File: src/rtl/fpaddsub_round_arbiter.sv
// Two-requester arbiter (A/B) in front of one shared FP rounding stage with a one-deep output register.
// Define FPADDSUB_ROUND_ARB_FLAGS_EN to add sticky inexact/overflow flags (ClrFlags, FlagInexact, FlagOvf).
module fpaddsub_round_arbiter (
    input  logic        CLK,
    input  logic        RST,
    input  logic [1:0]  RoundMode,

    input  logic        ValidA,
    output logic        ReadyA,
    input  logic        SgnA,
    input  logic [8:0]  NormEA,
    input  logic [22:0] NormMA,
    input  logic        RA,
    input  logic        SA,

    input  logic        ValidB,
    output logic        ReadyB,
    input  logic        SgnB,
    input  logic [8:0]  NormEB,
    input  logic [22:0] NormMB,
    input  logic        RB,
    input  logic        SB,

    output logic        OutValid,
    input  logic        OutReady,
    output logic        OutSgn,
    output logic [22:0] OutM,
    output logic [8:0]  OutE,
    output logic        OutSrc,
    output logic        OutInexact
`ifdef FPADDSUB_ROUND_ARB_FLAGS_EN
    ,
    input  logic        ClrFlags,
    output logic        FlagInexact,
    output logic        FlagOvf
`endif
);

    localparam logic [1:0] MODE_RNE = 2'b00;
    localparam logic [1:0] MODE_RPI = 2'b01;
    localparam logic [1:0] MODE_RZ  = 2'b10;
    localparam logic [1:0] MODE_RMI = 2'b11;

    typedef enum logic {
        PREF_A = 1'b0,
        PREF_B = 1'b1
    } ptr_e;

    ptr_e ptr_q;
    ptr_e ptr_d;

    logic        slot_free;
    logic        grant_a;
    logic        grant_b;
    logic        xfer_a;
    logic        xfer_b;
    logic        xfer;

    logic        op_sgn;
    logic [8:0]  op_e;
    logic [22:0] op_m;
    logic        op_r;
    logic        op_s;

    logic        round_up;
    logic [23:0] m_inc;
    logic [22:0] rnd_m;
    logic [8:0]  rnd_e;
    logic        rnd_inexact;

    // The slot can take a new result when it is empty or being drained this cycle.
    assign slot_free = ~OutValid | OutReady;

    always_ff @(posedge CLK) begin
        if (RST) begin
            ptr_q <= PREF_A;
        end else begin
            ptr_q <= ptr_d;
        end
    end

    // Grants look only at the valids and the pointer; the pointer flips to the other side after a transfer.
    always_comb begin
        grant_a = 1'b0;
        grant_b = 1'b0;
        ptr_d   = ptr_q;
        case ({ValidA, ValidB})
            2'b10: grant_a = 1'b1;
            2'b01: grant_b = 1'b1;
            2'b11: begin
                if (ptr_q == PREF_A) begin
                    grant_a = 1'b1;
                end else begin
                    grant_b = 1'b1;
                end
            end
            default: ;
        endcase
        if (grant_a & slot_free & ~RST) begin
            ptr_d = PREF_B;
        end else if (grant_b & slot_free & ~RST) begin
            ptr_d = PREF_A;
        end
    end

    assign ReadyA = grant_a & slot_free & ~RST;
    assign ReadyB = grant_b & slot_free & ~RST;
    assign xfer_a = ValidA & ReadyA;
    assign xfer_b = ValidB & ReadyB;
    assign xfer   = xfer_a | xfer_b;

    always_comb begin
        op_sgn = SgnA;
        op_e   = NormEA;
        op_m   = NormMA;
        op_r   = RA;
        op_s   = SA;
        if (grant_b) begin
            op_sgn = SgnB;
            op_e   = NormEB;
            op_m   = NormMB;
            op_r   = RB;
            op_s   = SB;
        end
    end

    always_comb begin
        round_up = 1'b0;
        case (RoundMode)
            MODE_RNE: round_up = op_r & (op_s | op_m[0]);
            MODE_RPI: round_up = (op_r | op_s) & ~op_sgn;
            MODE_RZ:  round_up = 1'b0;
            MODE_RMI: round_up = (op_r | op_s) & op_sgn;
            default:  round_up = 1'b0;
        endcase
    end

    // A mantissa carry out bumps the exponent; the 9-bit exponent is allowed to wrap.
    assign m_inc       = {1'b0, op_m} + 24'd1;
    assign rnd_m       = round_up ? m_inc[22:0] : op_m;
    assign rnd_e       = op_e + {8'd0, round_up & m_inc[23]};
    assign rnd_inexact = op_r | op_s;

    // RoundMode is consumed here in the accept cycle, so the held result never sees later mode changes.
    always_ff @(posedge CLK) begin
        if (RST) begin
            OutValid   <= 1'b0;
            OutSgn     <= 1'b0;
            OutM       <= 23'd0;
            OutE       <= 9'd0;
            OutSrc     <= 1'b0;
            OutInexact <= 1'b0;
        end else if (xfer) begin
            OutValid   <= 1'b1;
            OutSgn     <= op_sgn;
            OutM       <= rnd_m;
            OutE       <= rnd_e;
            OutSrc     <= xfer_b;
            OutInexact <= rnd_inexact;
        end else if (OutReady) begin
            OutValid   <= 1'b0;
        end
    end

`ifdef FPADDSUB_ROUND_ARB_FLAGS_EN
    // A set from this cycle's transfer wins over a simultaneous clear.
    always_ff @(posedge CLK) begin
        if (RST) begin
            FlagInexact <= 1'b0;
            FlagOvf     <= 1'b0;
        end else begin
            FlagInexact <= (FlagInexact & ~ClrFlags) | (xfer & rnd_inexact);
            FlagOvf     <= (FlagOvf & ~ClrFlags) | (xfer & (rnd_e >= 9'd255));
        end
    end
`endif

endmodule
File: config.mk
export PLATFORM = sky130hd
export DESIGN_NAME = fpaddsub_round_arbiter
export DESIGN_NICKNAME = d
export VERILOG_FILES = /design/src/rtl/fpaddsub_round_arbiter.sv
export SDC_FILE = /design/constraint.sdc
export NUM_CORES = 1
export LEC_CHECK = 0
export BUFFER_PORTS_ARGS = -buffer_cell sky130_fd_sc_hd__buf_2
export CAP_MARGIN = 20
export CORE_MARGIN = 2
export CORE_UTILIZATION = 53
export CTS_CLUSTER_DIAMETER = 150
export CTS_CLUSTER_SIZE = 28
export DETAILED_ROUTE_END_ITERATION = 8
export HOLD_SLACK_MARGIN = 0.05
export PLACE_DENSITY = 0.92
export SYNTH_ARGS = -nofsm -noshare
export SYNTH_HDL_FRONTEND = slang
export SYNTH_SLANG_ARGS = --single-unit
File: constraint.sdc
create_clock -name CLK -period 6.9 [get_ports CLK]
set_clock_uncertainty 0.2 [all_clocks]
set_input_delay 1.035 -clock CLK [delete_from_list [all_inputs] [get_ports CLK]]
set_output_delay 1.035 -clock CLK [all_outputs]
set_load 0.01 [all_outputs]
# Yosys cells after proc, flatten, opt, wreduce, memory -nomap -nowiden
# Cells that the tools add are included.
dict set report word_totals {
  ramBits 0
  ff_bits 37
  mem_count 0
  out_inout_bits 38
  input_bits 77
  mem_bits_ro 0
  latchBits 0
}
dict set report op_classes {
  div 0
  order_cmp 0
  n_addsub 2
  n_eq_ne 6
  n_bitwise 17
  mul 0
  n_reduce_logical 3
  muxes 15
  n_shift 0
}
# op count
set op_table {}
lappend op_table {{$mux 23} 2}
lappend op_table {{$add 23x1->24 const B} 1}
lappend op_table {{$and 1x1->1} 10}
lappend op_table {{$add 9x1->9} 1}
lappend op_table {{$mux 1} 9}
lappend op_table {{$mux 9} 1}
lappend op_table {{$eq 2x2->1 const B} 4}
lappend op_table {{$eq 2x1->1 const B} 2}
lappend op_table {{$or 1x1->1} 4}
lappend op_table {{$pmux 1 s2} 2}
lappend op_table {{$pmux 1 s4} 1}
lappend op_table {{$reduce_bool 2->1} 2}
lappend op_table {{$not 1->1} 3}
lappend op_table {{$logic_not 2->1} 1}

# Longest topological paths before layout
dict set report logic_depth {
  depth_word 8
  ltp_mapped 13
}

# Worst setup path after synthesis
# OpenSTA, ideal clock, no wires.
dict set report synth_timing {
  kind {in2reg}
  from {input port RoundMode[1]}
  to {register OutE[8]}
  arrival_time_ns 3.686
  path_slack_ns 2.881
  stages 12
  setup_time_ns 0.132
  required_ns 6.568
  cell_sequence {o21bai_1 -> a2111oi_4 -> a32oi_4 -> buf_6 -> or4_1 -> nor3_2 -> ha_1 -> ha_1 -> o21ai_0 -> or4_1 -> nand3_1 -> a21oi_1}
}
dict set report synth_between {
  elab_chain_cells 4
  word_cells_on_any_way 7
  cone_classes {add/sub (1); eq/ne (3); mux (1); bitwise (1); reduce/logical (1)}
}
# item line_no
set synth_rtl {}
lappend synth_rtl {{start, declared} 6} ;# input logic [1:0] RoundMode,
lappend synth_rtl {{$eq 2x2->1, or another cell as far along} 129} ;# case (RoundMode)
lappend synth_rtl {{$pmux 1 s4 *} 129}
lappend synth_rtl {{$and 1x1->1 *} 141} ;# assign rnd_e = op_e + {8'd0, round_up & m_inc[23]};
lappend synth_rtl {{$add 9x1->9 *} 141}
lappend synth_rtl {{end signal, assigned} 157} ;# OutE <= rnd_e;
lappend synth_rtl {{end, declared} 28} ;# output logic [8:0] OutE,
# Every way passes the cells marked *; elsewhere a longest branch is shown, timed or not.
# A chain may end at the register's enable or synchronous reset.

# Worst setup path in the final report
dict set report layout_timing {
  from {input port ValidB}
  to {register OutE[8]}
}
dict set report layout_between {
  elab_chain_cells 8
  word_cells_on_any_way 27
  cone_classes {add/sub (2); eq/ne (3); mux (8); bitwise (14)}
}
# item line_no
set layout_rtl {}
lappend layout_rtl {{start, declared} 16} ;# input logic ValidB,
lappend layout_rtl {{branches (longest 8 deep; another with $add 23x1->24)} n/a}
# Several ways; the timed one is not identified.

==> flow_summary.json <==
{
  "status": "completed",
  "drive_above_1_share": 0.3139,
  "die_y_um": 77.61,
  "grt_usage": 0.2699,
  "place_congestion": 0.9112,
  "finalSetupViolCount": 0,
  "drv_cap": 0,
  "min_path_type": "reg -> reg",
  "setup_ws_ns": 1.978,
  "synth_adder_area_share": 0.01307,
  "p_clk_frac": 0.284,
  "peakVddDrop_uv": 84.52,
  "finalCriticalPeriod_ns": 4.922,
  "synthTopCellsByArea": "dfxtp_1 26%, mux2i_1 6.6%, nand2_1 6.0%, nand3b_1 5.0%, a21oi_1 4.2%",
  "synth_nets": 441,
  "drt-total-wl_um": 8427,
  "hold_buffers": 0,
  "synth-simple-area-share": 0.3024,
  "yosysWarnings": 0,
  "synth_compound_area_frac": 0.2405,
  "ant_nets": 0,
  "port_buffers": 114,
  "worst_setup_path_end_kind": "flop",
  "multi_input_area_mm2": 0.002002,
  "whs_ns": 0.2533,
  "cp-start-kind": "input pin",
  "power_frac_comb": 0.306,
  "root_buffer": "clkbuf_8",
  "start_util": 0.5552,
  "place_inst": 523,
  "timing.fmax_mhz": 203.2,
  "wl_per_cell_um": 15.84,
  "synth_top_family_by_area": "simple AND/OR/NAND/NOR gates",
  "clk_pin_slew_ns": 0.08,
  "synth_xor_area_frac": 0.04880,
  "dieArea_mm2": 0.006023,
  "overflow": 0,
  "switching_share": 0.3267,
  "drtIter0Drc": 370,
  "maxSlewViolCount": 0,
  "crit_start": "ValidB",
  "diodes": 0,
  "post-place-ws_ns": 1.714,
  "pwr-share-seq": 0.411,
  "antenna_found_initial": 0,
  "synth_ff_type": "dfxtp_1",
  "clock_latency_ns": 0.29,
  "fin_crit_sh": 0.7133,
  "cts_setup_buffers": 0,
  "seqCellArea_um2": 740.7,
  "area_growth_pct": 24.10,
  "hold_path.startpoint": "OutE[4]",
  "final_cells": 532,
  "numCtsBuffers": 5,
  "core_mm2": 0.005172,
  "ys_async_sr_fraction": 0,
  "rsz0062_at_grt": "false",
  "finalHoldViolCount": 0,
  "arrival_ns": 4.88,
  "netSwitchingPower_uw": 193.6,
  "pin_count": 115,
  "seq_area_frac_synth": 0.2580,
  "via_per_inst": 6.045,
  "cp.required_ns": 6.86,
  "r2r_slack_ns": 2.59,
  "power_leakage_uw": 0.001591,
  "design_area_mm2": 0.003563,
  "synth-seq-cells": 37,
  "cts_tree": "yes",
  "slew_headroom": 0.4116,
  "fin_nets": 541,
  "grt_pass1_wl_um": 13450,
  "tightestPinTransition_ns": 0.8807,
  "grt_pass1_vias": 3018,
  "cts_resized": 0,
  "synth_mux_area_frac": 0.08584,
  "fp-row-count": 26,
  "crit_fanout": 30,
  "placed_area_mm2": 0.003442,
  "synth_top_cell_by_area": "dfxtp_1",
  "vias": 3216,
  "syn_area_mm2": 0.002872,
  "grt_max_degree": 53,
  "yosys.cell_types.count": 63,
  "nFillCells": 405,
  "ctsHtreeMaxLevel": 2,
  "r2r_start": "ptr_q",
  "synthCells": 361,
  "clock_sinks": 37,
  "tns_ns": 0,
  "drtPass1Iterations": 5,
  "chipWidth_um": 77.61,
  "power.internal_uw": 399.0,
  "avgSynthCellArea_um2": 7.954,
  "cts_buffer_depth": 2,
  "drc": 0,
  "dp_hpwl_um": 6246,
  "yosysTopAreaCellShare": 0.2580,
  "synth-edff-count": 0,
  "crit_type": "in -> reg",
  "power_density_mw_per_mm2": 166.3
}
-- placed cells by master (no fill, tap or decap), types with 3 or more instances in the layout --
| master | netlist | routed |
|---|---|---|
| a21boi_0 | 3 | 3 |
| a21boi_1 | 6 | 6 |
| a21o_1 | 4 | 4 |
| a21oi_1 | 24 | 24 |
| and3_1 | 10 | 10 |
| and4_1 | 4 | 4 |
| buf_2 | 7 | 114 |
| clkbuf_8 | 0 | 7 |
| dfxtp_1 | 37 | 37 |
| ha_1 | 3 | 3 |
| inv_1 | 9 | 9 |
| mux2_2 | 5 | 5 |
| mux2i_1 | 19 | 19 |
| nand2_1 | 46 | 46 |
| nand2b_1 | 5 | 5 |
| nand3_1 | 16 | 16 |
| nand3b_1 | 19 | 19 |
| nand4_1 | 8 | 8 |
| nor2_1 | 11 | 11 |
| nor2b_1 | 3 | 3 |
| nor3_1 | 8 | 8 |
| nor3b_1 | 4 | 4 |
| o21ai_0 | 20 | 20 |
| o21ai_1 | 4 | 3 |
| o22ai_1 | 4 | 4 |
| o31ai_1 | 7 | 7 |
| or3_1 | 4 | 4 |
| or4_1 | 3 | 3 |
| xnor2_1 | 6 | 6 |
| xor2_1 | 10 | 10 |
-- flip-flops by register name, summed over array words and instances, names as in the netlist --
register	count
ptr_q	1
OutM	23
OutE	9
OutSgn	1
OutSrc	1
OutInexact	1
OutValid	1
-- metal layers --
layer | routed length, µm | GRT usage | vias up
met4 | 239 | 0.1214 | 0
met5 | 0 | 0 | -
met2 | 4115 | 0.4603 | 169
met1 | 3483 | 0.3283 | 1481
li1 | - | - | 1537
met3 | 589 | 0.05000 | 29
-- path summary, 6_finish.rpt --
path                                 to  cells past startpoint
worst min register to register  OutE[4]                      2
worst max-delay path            OutE[8]                     12
worst max register to register  OutE[8]                     11
worst min-delay path            OutE[4]                      2
-- power by group through the flow --
stage	Combinational [µW]	Clock [µW]	Sequential [µW]
2_1_floorplan	99.8	0	256
3_3_place_gp	170	0	247
5_1_grt	198	179	246
3_5_place_dp	175	0	248
6_report	181	168	243
4_1_cts	176	168	243
-- metrics by stage --
stage | power, µW | utilization
2_1_floorplan | 356.2 | -
3_3_place_gp | 417.5 | 0.6655
3_5_place_dp | 422.8 | 0.6655
4_1_cts | 588.1 | 0.6851
5_1_grt | 622.0 | 0.6889
6_report | 592.6 | 0.6889
-- cell usage after synthesis, types with 4 or more instances --
cell	count
a21o_1	4
nand2_1	46
dfxtp_1	37
a21oi_1	24
xor2_1	10
or3_1	4
and4_1	4
xnor2_1	6
nand3_1	16
nand4_1	8
buf_2	7
nor2_1	11
clkbuf_1	12
nand2b_1	5
a21boi_1	6
mux2_2	5
inv_1	9
o22ai_1	4
nor3_1	8
o31ai_1	7
mux2i_1	19
nand3b_1	19
nor3b_1	4
and3_1	10
o21ai_1	4
o21ai_0	20
-- area by class of cell --
type	instances	area share
Sequential cell	37	0.2079
Tap cell	70	0.02458
Clock buffer	7	0.02704
Multi-Input combinational cell	292	0.5618
Clock inverter	1	0.001404
Timing Repair Buffer	116	0.1678
Inverter	9	0.009480
-- kinds of logic after synthesis --
family | Yosys count
buffers and inverters | 32
flip-flops | 37
XOR/XNOR | 16
AND/OR/NAND/NOR | 151
AO/OA/AOI/OAI | 98
adder cells (fa/ha/maj) | 3
multiplexers | 24
-- critical path: stages --
cell	delay, ns
buf_2	0.41
inv_1	0.17
a21oi_4	0.70
mux2i_1	0.40
or4_1	0.63
nor3_2	0.20
ha_1	0.18
ha_1	0.18
o21ai_0	0.21
or4_1	0.58
nand3_1	0.10
a21oi_1	0.07
No activity file was read; power rests on OpenSTA's default activity.
